[config.mk]
export PLATFORM = sky130hd
export DESIGN_NAME = pipe_stage_skid_reg
export DESIGN_NICKNAME = d
export VERILOG_FILES = /design/src/rtl/pipe_stage_skid_reg.sv
export SDC_FILE = /design/constraint.sdc
export NUM_CORES = 1
export LEC_CHECK = 0
export CAP_MARGIN = 20
export CORE_MARGIN = 2
export CORE_UTILIZATION = 51
export CTS_CLUSTER_SIZE = 16
export DETAILED_ROUTE_END_ITERATION = 8
export PLACE_DENSITY = 0.79
export SLEW_MARGIN = 20
export SYNTH_ARGS = -nofsm -noshare
export SYNTH_HDL_FRONTEND = slang
export SYNTH_SLANG_ARGS = --single-unit
[constraint.sdc]
create_clock -name clk -period 1.95 [get_ports clk]
set_input_delay 0.39 -clock clk [delete_from_list [all_inputs] [get_ports clk]]
set_output_delay 0.39 -clock clk [all_outputs]
set_load 0.02 [all_outputs]
[src/rtl/pipe_stage_skid_reg.sv]
// pipe_stage_skid_reg
//   Parametrised inter-stage pipeline register with a valid/ready handshake,
//   flush-to-bubble and an optional 2-entry skid buffer.
//
//   Parameters
//     DATA_W    payload width
//     SKID      1: MAIN + SKID entries, in_ready comes straight from a flop
//               0: single entry, in_ready is combinational from out_ready
//     NOP_DATA  value on out_data whenever out_valid=0
//
//   Ports
//     clk        rising-edge clock
//     rst        synchronous reset, active high
//     flush      squash all held entries (next cycle empty)
//     in_valid   upstream payload valid
//     in_ready   stage can accept this cycle
//     in_data    upstream payload
//     out_valid  downstream payload valid
//     out_ready  downstream accepts (0 = stall)
//     out_data   registered payload, NOP_DATA when out_valid=0
//     count      entries held (0..2)
module pipe_stage_skid_reg #(
  parameter int                DATA_W   = 64,
  parameter bit                SKID     = 1'b1,
  parameter logic [DATA_W-1:0] NOP_DATA = '0
) (
  input  logic              clk,
  input  logic              rst,
  input  logic              flush,
  input  logic              in_valid,
  output logic              in_ready,
  input  logic [DATA_W-1:0] in_data,
  output logic              out_valid,
  input  logic              out_ready,
  output logic [DATA_W-1:0] out_data,
  output logic [1:0]        count
);

  logic              main_valid, skid_valid;
  logic [DATA_W-1:0] main_data, skid_data;
  logic [1:0]        cnt;

  logic              nxt_mv, nxt_sv;
  logic [DATA_W-1:0] nxt_md, nxt_sd;
  logic              in_fire, out_fire;

  // With the skid buffer, upstream only sees a flop (no path from out_ready).
  // Without it, a held entry leaving this cycle frees the slot immediately.
  always_comb begin
    if (SKID) in_ready = ~skid_valid & ~rst;
    else      in_ready = (~main_valid | out_ready) & ~rst;
  end

  assign in_fire  = in_valid & in_ready;
  assign out_fire = main_valid & out_ready;

  always_comb begin
    nxt_mv = main_valid;
    nxt_sv = skid_valid;
    nxt_md = main_data;
    nxt_sd = skid_data;
    if (!main_valid) begin
      // empty: payload goes straight to MAIN, skid bypassed
      if (in_fire) begin
        nxt_mv = 1'b1;
        nxt_md = in_data;
      end
    end else if (skid_valid) begin
      // two held: input blocked, drain MAIN and promote SKID
      if (out_fire) begin
        nxt_md = skid_data;
        nxt_sv = 1'b0;
        nxt_sd = NOP_DATA;
      end
    end else if (out_fire && in_fire) begin
      nxt_md = in_data;
    end else if (out_fire) begin
      nxt_mv = 1'b0;
      nxt_md = NOP_DATA;
    end else if (in_fire && SKID) begin
      nxt_sv = 1'b1;
      nxt_sd = in_data;
    end
  end

  // main_data is reloaded with NOP_DATA whenever MAIN empties, so out_data
  // can come straight off the flop and still be a bubble when invalid.
  always_ff @(posedge clk) begin
    if (rst || flush) begin
      main_valid <= 1'b0;
      skid_valid <= 1'b0;
      main_data  <= NOP_DATA;
      skid_data  <= NOP_DATA;
      cnt        <= 2'd0;
    end else begin
      main_valid <= nxt_mv;
      skid_valid <= nxt_sv;
      main_data  <= nxt_md;
      skid_data  <= nxt_sd;
      cnt        <= {1'b0, nxt_mv} + {1'b0, nxt_sv};
    end
  end

  assign out_valid = main_valid;
  assign out_data  = main_data;
  assign count     = cnt;

endmodule
---- Yosys cells after proc, flatten, opt, wreduce, memory -nomap -nowiden ----
Index checks and enable logic that the tools add are counted.
cells by class
  bitwise operators ....................... 5
  equality and inequality tests ........... 5
  multiplexer cells ....................... 18
  add/sub/neg operators ................... 1
  reductions and logical operators ........ 6
operators with widths
  kind                  count
  $mux W64              9
  $mux W1               9
  $reduce_and A5 Y1     1
  $ne A2 B2 Y1 const B  2
  $reduce_bool A2 Y1    2
  $and A1 B1 Y1         3
  $ne A3 B1 Y1 const B  1
  $ne A3 B2 Y1 const B  1
  $reduce_and A3 Y1     1
  $add A1 B1 Y2         1
  $ne A2 B1 Y1 const B  1
  $not A1 Y1            2
  $logic_and A1 B1 Y1   1
  $logic_or A1 B1 Y1    1
storage, ports and cells
  register bits ........................... 132
  output and inout bits ................... 68

---- Longest topological paths before layout ----
Gate-level depths: netlist (run 1).
  word-level depth ........................ 9
  depth in mapped cells ................... 7

---- Least setup slack after synthesis (run 1) ----
OpenSTA, ideal clock, no wires.
  path type ............................... reg-to-reg
  from .................................... register main_valid, in the netlist out_valid
  to ...................................... register cnt[0], in the netlist count[0]
  arrival time ............................ 1655 ps
  stages on the path, launching flop included .. 8
  buffers on the path ..................... 3
  setup slack ............................. 180 ps
  required time ........................... 1835 ps
  clock period less this slack ............ 1770 ps
  cells stage by stage .................... dfxtp_1 buf_2 buf_2 clkbuf_1 a31oi_1 a21oi_1 ha_1 and2_1
on the way
  cells in the longest elaborated chain, start to end .. 6
ends and longest elaborated chain
  item                                                   RTL line  RTL
  start, declared                                        39        logic main_valid, skid_valid;
  start signal, assigned                                 96        main_valid <= nxt_mv;
  $and A1 B1 Y1                                          55        assign out_fire = main_valid & out_ready;
  $mux W1 / $logic_and A1 B1 Y1 (equally long branches)  77, 75
  $mux W1                                                75        end else if (out_fire && in_fire) begin
  $mux W1                                                68        end else if (skid_valid) begin
  $mux W1 *                                              62        if (!main_valid) begin
  via nxt_sv                                             43        logic nxt_mv, nxt_sv;
  $add A1 B1 Y2 *                                        100       cnt <= {1'b0, nxt_mv} + {1'b0, nxt_sv};
  end signal, assigned                                   100
  end, declared                                          41        logic [1:0] cnt;
The timed path passes the listed nets; every way through them passes the cells marked *.
A chain may end at the register's enable or synchronous reset.

---- Final worst setup path (run 1) ----
  from .................................... input port rst
  to ...................................... register skid_data[25]
on the way
  cells in the longest elaborated chain, start to end .. 6
ends and longest elaborated chain
  item                         RTL line  RTL
  start, declared              28        input logic rst,
  $not A1 Y1                   -
  $and A1 B1 Y1                50        if (SKID) in_ready = ~skid_valid & ~rst;
  $and A1 B1 Y1                54        assign in_fire = in_valid & in_ready;
  $logic_and A1 B1 Y1          75
  $ne A2 B2 Y1 (no line)       -
  $reduce_and A5 Y1 (no line)  -
  end signal, assigned         99        skid_data <= nxt_sd;
  end, declared                40        logic [DATA_W-1:0] main_data, skid_data;
Several ways; a longest one is shown, not always the timed one.

==> metrics.txt, run 1 <==
H-tree Lvls=4; routed len/inst=around 19 um; cell count after placement=between 1000 and 1500; adder-cell share of the synthesized area=less than 1%; post-route non-filler standard cell count=approximately 1000; Die Ht=about 120 um; Post-Synth Simple-Gate Area=between 20 and 30%; Worst-Margin Slew=~0.49 ns; crit path cell chain=clkdlybuf4s50_1 -> or4b_4 -> buf_12 -> and3_1 -> o31a_1; clock transition at the registers of the reported paths=0.05 ns; worst flop-to-flop path endpoint=count[0]; Congestion Overflow GR=0; period utilization=between 90% and 100%; mux share of post-synthesis cell area=0%; R2R setup slack=~0.22 ns; reg-to-reg startpoint=skid_valid; post-route ant nets=0; Hold Path End=out_data[55]; required time worst endpoint=~2.3 ns; CP Capture Type=flip-flop; gr usage total=approximately 28%; CTS Buf Count=17; final hold vios=0; FF-to-FF path depth=6; largest net degree at the start of global routing=around 70; Mapped Nets=826; vias per inst=6.31; ANT cells=0; site row count=41; PD cells=slightly below 800 mW/mm^2; crit-path max cell delay=roughly 0.61 ns; Worst VDD drop=633 uV; PortBufs=136; total wire length=approximately 19000 um; Starting DRT DRC Count=723; GP Congestion=0.793; Synth Warn #=0; #FFs+latches synth=around 130; detailed placement HPWL=roughly 12000 um; Core Area=about 0.013 sq mm; Max Fclk=roughly 530 MHz; die area=0.0136 sq mm; Syn Area/Cell=around 8.6 sq um; CP max-delay cell=or4b_4; Synth Area in Compound Gates=approximately 22%; CTS tree=yes; worst-skew pair later-pin latency=approximately 0.42 ns; crit path DAT=~2.2 ns; HP Start=out_data[55]; Seq/Total Area, Yosys=between 40 and 50%; initial antenna violation count=0; fraction of layout cells with a size suffix above 1=8.68%; XOR/XNOR Fraction of Synth Area=0%; outcome=finished clean; unrepaired setup endpoints after global routing=false; largest family of logic cells by synthesized area=simple AND/OR/NAND/NOR gates; post-synthesis cell count=756; Area Growth Syn to Fin=34.5%; Max Slew Vio Count=0; CP Max Fanout=70; CTS Buffer Depth=2; Placement Setup Slack=-0.309 ns; Die X=~120 um; # DRC=0; first-pass GRT wire length=between 30000 and 40000 um; Unique masters post-synth=24; Crit Path Category=primary input to flip-flop; P_leak=roughly 3.2 nW; worst setup margin=about 0.08 ns; Initial Util=51.8%; area of the multi-input gates=0.00343 sq mm; # fillers=about 1000; Hold WC Path Type=flip-flop to flip-flop; Sink Count=132; fin nets=921; Seq. cell area=between 0.002 and 0.003 sq mm; 1st-pass router iterations=5; I/O pin cnt=137; Slew headroom=67.4%; CTS Hold Buffers Added=0; fin crit period=about 1.9 ns; CTS Root Cell=clkbuf_16; synthesized area=roughly 0.0065 sq mm; startpoint types=primary input; number of max-cap violations=0; vias=6533; setup violators final=0; vias in the first global route=6271; Max Clock Skew=0.00580 ns; Cells on Worst Hold Path=2
-- cells by family (layout without fill, tap and decap cells) --
| logic type | after synthesis | count (layout) |
|---|---|---|
| DFF | 132 | 132 |
| AOI/OAI and AO/OA | 195 | 195 |
| and+or+nand+nor | 335 | 335 |
| adders and majority gates | 1 | 1 |
| buffers and inverters | 93 | 201 |
-- repair_timing --
action	CTS	global route
buffers inserted	0	0
gates resized for setup	1	0
hold endpoints to repair	0	0
setup endpoints to repair	1	0
-- power by group --
group	leakage, nW	switching, mW	internal (mW)
sequential	1.07	0.0196	2.73
combinational	1.76	0.323	0.290
clock	0.323	1.16	2.40
total	3.16	1.50	5.42
-- stage by stage --
stage | area (sq um) | hold WS (ns) | utilization [%] | setup TNS [ns] | power [mW]
final | 8720 | 0.464 | 69.7 | 0 | 6.92
after global routing | 8720 | 0.482 | 69.7 | 0 | 7.11
after CTS | 8720 | 0.465 | 69.7 | 0 | 6.94
after detailed placement | 8060 | 0.457 | 64.4 | -32.11 | 3.41
after global placement | 8060 | 0.454 | 64.4 | -27.85 | 3.40
after floorplan | 6480 | 0.473 | - | 0 | 3.09
-- worst max path at each step --
stage,start,endpoint,slack (ns),cells past startpoint
floorplan,out_valid,count[0],0.18,7
global placement,rst,skid_data[27],-0.27,5
global route,rst,in_ready,0.02,4
detailed placement,rst,skid_data[25],-0.31,5
CTS,rst,in_ready,0.08,4
finish,rst,skid_data[25],0.08,5
-- critical path: cells and delay by family --
kind            cells  cell delay (ns)
simple gates        2             0.83
buf+inv             2             0.68
compound gates      1             0.23
-- flip-flops by register name (all words and copies together), names as in the netlist --
signal and cells:
skid_data 64, out_data 64, out_valid 1, count 2, skid_valid 1
-- synthesized netlist by cell type, drive strengths merged --
cell type | number | share of area (%)
or2 | 3 | 0.29
nor3b | 2 | 0.23
nand2 | 2 | 0.12
and3 | 63 | 6.1
nor2b | 62 | 6.0
nand3 | 66 | 5.1
a31oi | 3 | 0.29
clkbuf | 59 | 3.4
nor2 | 64 | 3.7
dfxtp | 132 | 41
and2 | 3 | 0.29
ha | 1 | 0.19
buf | 33 | 3.2
inv | 1 | 0.058
o31a | 62 | 8.4
nand3b | 64 | 7.4
a32oi | 64 | 8.6
nand2b | 4 | 0.39
a21o | 1 | 0.12
a21oi | 65 | 5.0
or4b | 2 | 0.37
-- metal layers --
| metal | track usage (%) | up-vias | wire length (um) |
|---|---|---|---|
| met3 | 6.18 | 28 | 1100 |
| met2 | 48.1 | 263 | 9810 |
| met1 | 35.8 | 3259 | 8180 |
| met5 | 0 | - | 0 |
| li1 | - | 2983 | - |
| met4 | 9.25 | 0 | 219 |
-- layout make-up --
type	instances	share of cell area [%]
clock buffers	23	5.60
clock inverters	9	1.98
inverters	1	0.0430
multi-input cells	531	39.3
flip-flops and latches	132	30.4
well taps	172	2.47
repair buffers	168	20.2
-- cell usage in the layout (no fill, tap or decap), types with 2 or more instances in the layout --
cell               n
and2_1             3
or2_2              3
dfxtp_1          130
buf_12            13
o31a_1            62
clkbuf_1           2
a31oi_1            3
nor2b_1           62
nand2_2            2
a21oi_1           65
clkbuf_8           4
and3_1            62
bufinv_16          5
nand2b_1           3
a32oi_1           64
nand3b_1          64
buf_4             19
clkdlybuf4s50_1  135
clkinv_2           3
nor2_1            63
clkbuf_16         17
nand3_1           66
No activity file was read; power rests on OpenSTA's default activity.
==> inputs of run 2 (changes only) <==
- ABC_CLOCK_PERIOD_IN_PS: default -> 1950
- REMOVE_ABC_BUFFERS: default -> 1
==> run 2 against run 1 <==
  * Power shrank 5.7%
  * Sequential share of layout area grew 0.38 points
  * Largest power group unchanged
  * Setup slack lost 0.058 ns
  * Critical endpoint is now in_ready
  * Combinational power shrank 3.3%
==> metrics.txt, run 2 (synthesis results as in run 1) <==
Hold WC Path Type=flip-flop to flip-flop (unchanged); Sink Count=132 (unchanged); crit path DAT=1.54 ns (was 2.18 ns); CTS Buffer Depth=2 (unchanged); setup_tns=0 ns (unchanged); Die Ht=117 um (unchanged); setup violators final=0 (unchanged); startpoint types=primary input (unchanged); PD cells=758 mW/mm^2 (was 794 mW/mm^2); cell family with most CP delay=buffers and inverters (was simple AND/OR/NAND/NOR gates); CP Buf/Inv Count=3 (was 2); first-pass GRT wire length=28600 um (was 30800 um); post-route ant nets=0 (unchanged); Die X=117 um (unchanged); initial antenna violation count=0 (unchanged); routed len/inst=17.5 um (was 18.6 um); Worst-Margin Slew=0.590 ns (was 0.490 ns); worst-skew pair later-pin latency=0.41 ns (was 0.42 ns); fin crit period=1.93 ns (was 1.87 ns); vias=6372 (was 6533); CP Max Fanout=5 (was 70); detailed placement HPWL=11200 um (was 11800 um); final hold vios=0 (unchanged); # DRC=0 (unchanged); worst setup margin=0.0219 ns (was 0.0802 ns); number of max-cap violations=0 (unchanged); CP Capture Type=primary output (was flip-flop); Core Util, Final=68.8% (was 69.7%); CTS tree=yes (unchanged); H-tree Lvls=4 (unchanged); gr usage total=26.1% (was 28.3%); vias in the first global route=6060 (was 6271); Tot Pwr=6.53 mW (was 6.92 mW); fin nets=918 (was 921); CTS Buf Count=17 (unchanged); Max Slew Vio Count=0 (unchanged); Initial Util=51.8% (unchanged); CTS Root Cell=clkbuf_16 (unchanged); fraction of layout cells with a size suffix above 1=8.36% (was 8.68%); total wire length=18100 um (was 19300 um); die area=0.0136 sq mm (unchanged); GP Congestion=0.825 (was 0.793); Crit Path Category=primary input to primary output (was primary input to flip-flop); largest net degree at the start of global routing=69 (was 71); Area Growth Syn to Fin=32.9% (was 34.5%); Congestion Overflow GR=0 (unchanged); crit-path max cell delay=0.48 ns (was 0.61 ns); unrepaired setup endpoints after global routing=false (unchanged); outcome=finished clean (unchanged); # fillers=999 (was 1007); period utilization=98.9% (was 95.9%); Setup Fix Bufs, Post-CTS=0 (unchanged); Placement Setup Slack=-0.317 ns (was -0.309 ns); commonest non-fill, non-tap cell in the layout=clkdlybuf4s50_1 (unchanged); Slew headroom=60.6% (was 67.4%); 1st-pass router iterations=5 (unchanged); crit path cell chain=clkdlybuf4s50_1 -> buf_4 -> nor2_1 -> clkdlybuf4s15_1 (was clkdlybuf4s50_1 -> or4b_4 -> buf_12 -> and3_1 -> o31a_1); Worst VDD drop=439 uV (was 633 uV); PortBufs=136 (unchanged); ANT cells=0 (unchanged); required time worst endpoint=1.56 ns (was 2.26 ns); final hold slack=0.463 ns (was 0.464 ns); CP max-delay cell=clkdlybuf4s50_1 (was or4b_4); most frequent cells in the layout=clkdlybuf4s50_1 (135), dfxtp_1 (130), nand3_1 (66), a21oi_1 (65) (unchanged); Starting DRT DRC Count=422 (was 723); P_leak=3.08 nW (was 3.16 nW); clock transition at the registers of the reported paths=0.06 ns (was 0.05 ns); site row count=41 (unchanged); I/O pin cnt=137 (unchanged); vias per inst=6.17 (was 6.31); Max Clock Skew=0.0103 ns (was 0.00580 ns); Core Area=0.0125 sq mm (unchanged); Max Fclk=519 MHz (was 535 MHz)
## run 2: cell type report
class | count | area [sq um] | share of cell area [%]
Sequential cell | 132 | 2650 | 30.7
Inverter | 1 | 3.75 | 0.0436
Timing Repair Buffer | 165 | 1720 | 19.9
Multi-Input combinational cell | 531 | 3430 | 39.8
Clock buffer | 21 | 472 | 5.48
Clock inverter | 11 | 126 | 1.47
Tap cell | 172 | 215 | 2.50
## run 2: timing repair
item,in CTS,in global routing
gates resized for setup,1,1
endpoints found under the setup margin,1,1
hold buffers,0,0
## run 2: per-layer routing
layer	share of wire, %	track usage [%]	up-vias	wire length, um
met2	50	45.7	238	9110
met4	1.1	9.88	0	201
met1	43	31.7	3136	7710
li1	-	-	2980	-
met3	5.7	4.98	18	1040
met5	0	0	-	0
## run 2: tightest hold or removal path, stage by stage, from the launching register on
cell and delay (ns):
dfxtp_1 0.30, nand3_1 0.06, a21oi_1 0.05
## run 2: worst paths after layout
| kind | startpoint | endpoint | slack, ns | depth (start not counted) |
|---|---|---|---|---|
| worst min-delay path | out_data[26] | out_data[26] | 0.46 | 2 |
| worst max-delay path | rst | in_ready | 0.02 | 4 |
| worst max register to register | skid_valid | skid_data[21] | 0.10 | 5 |
| worst min register to register | out_data[26] | out_data[26] | 0.46 | 2 |
## run 2: report_power, final
group          internal (mW)  switching (mW)  total [mW]
Clock                   1.99            1.19        3.19
Sequential              2.73          0.0194        2.75
Combinational          0.279           0.314       0.593
Total                   5.00            1.53        6.53
## run 2: metrics by stage
stage	instance area [sq um]	instances
after floorplan	6060	664
after global placement	8010	1001
after detailed placement	8010	1001
after CTS	8610	1033
after global routing	8610	1033
final	8610	1033
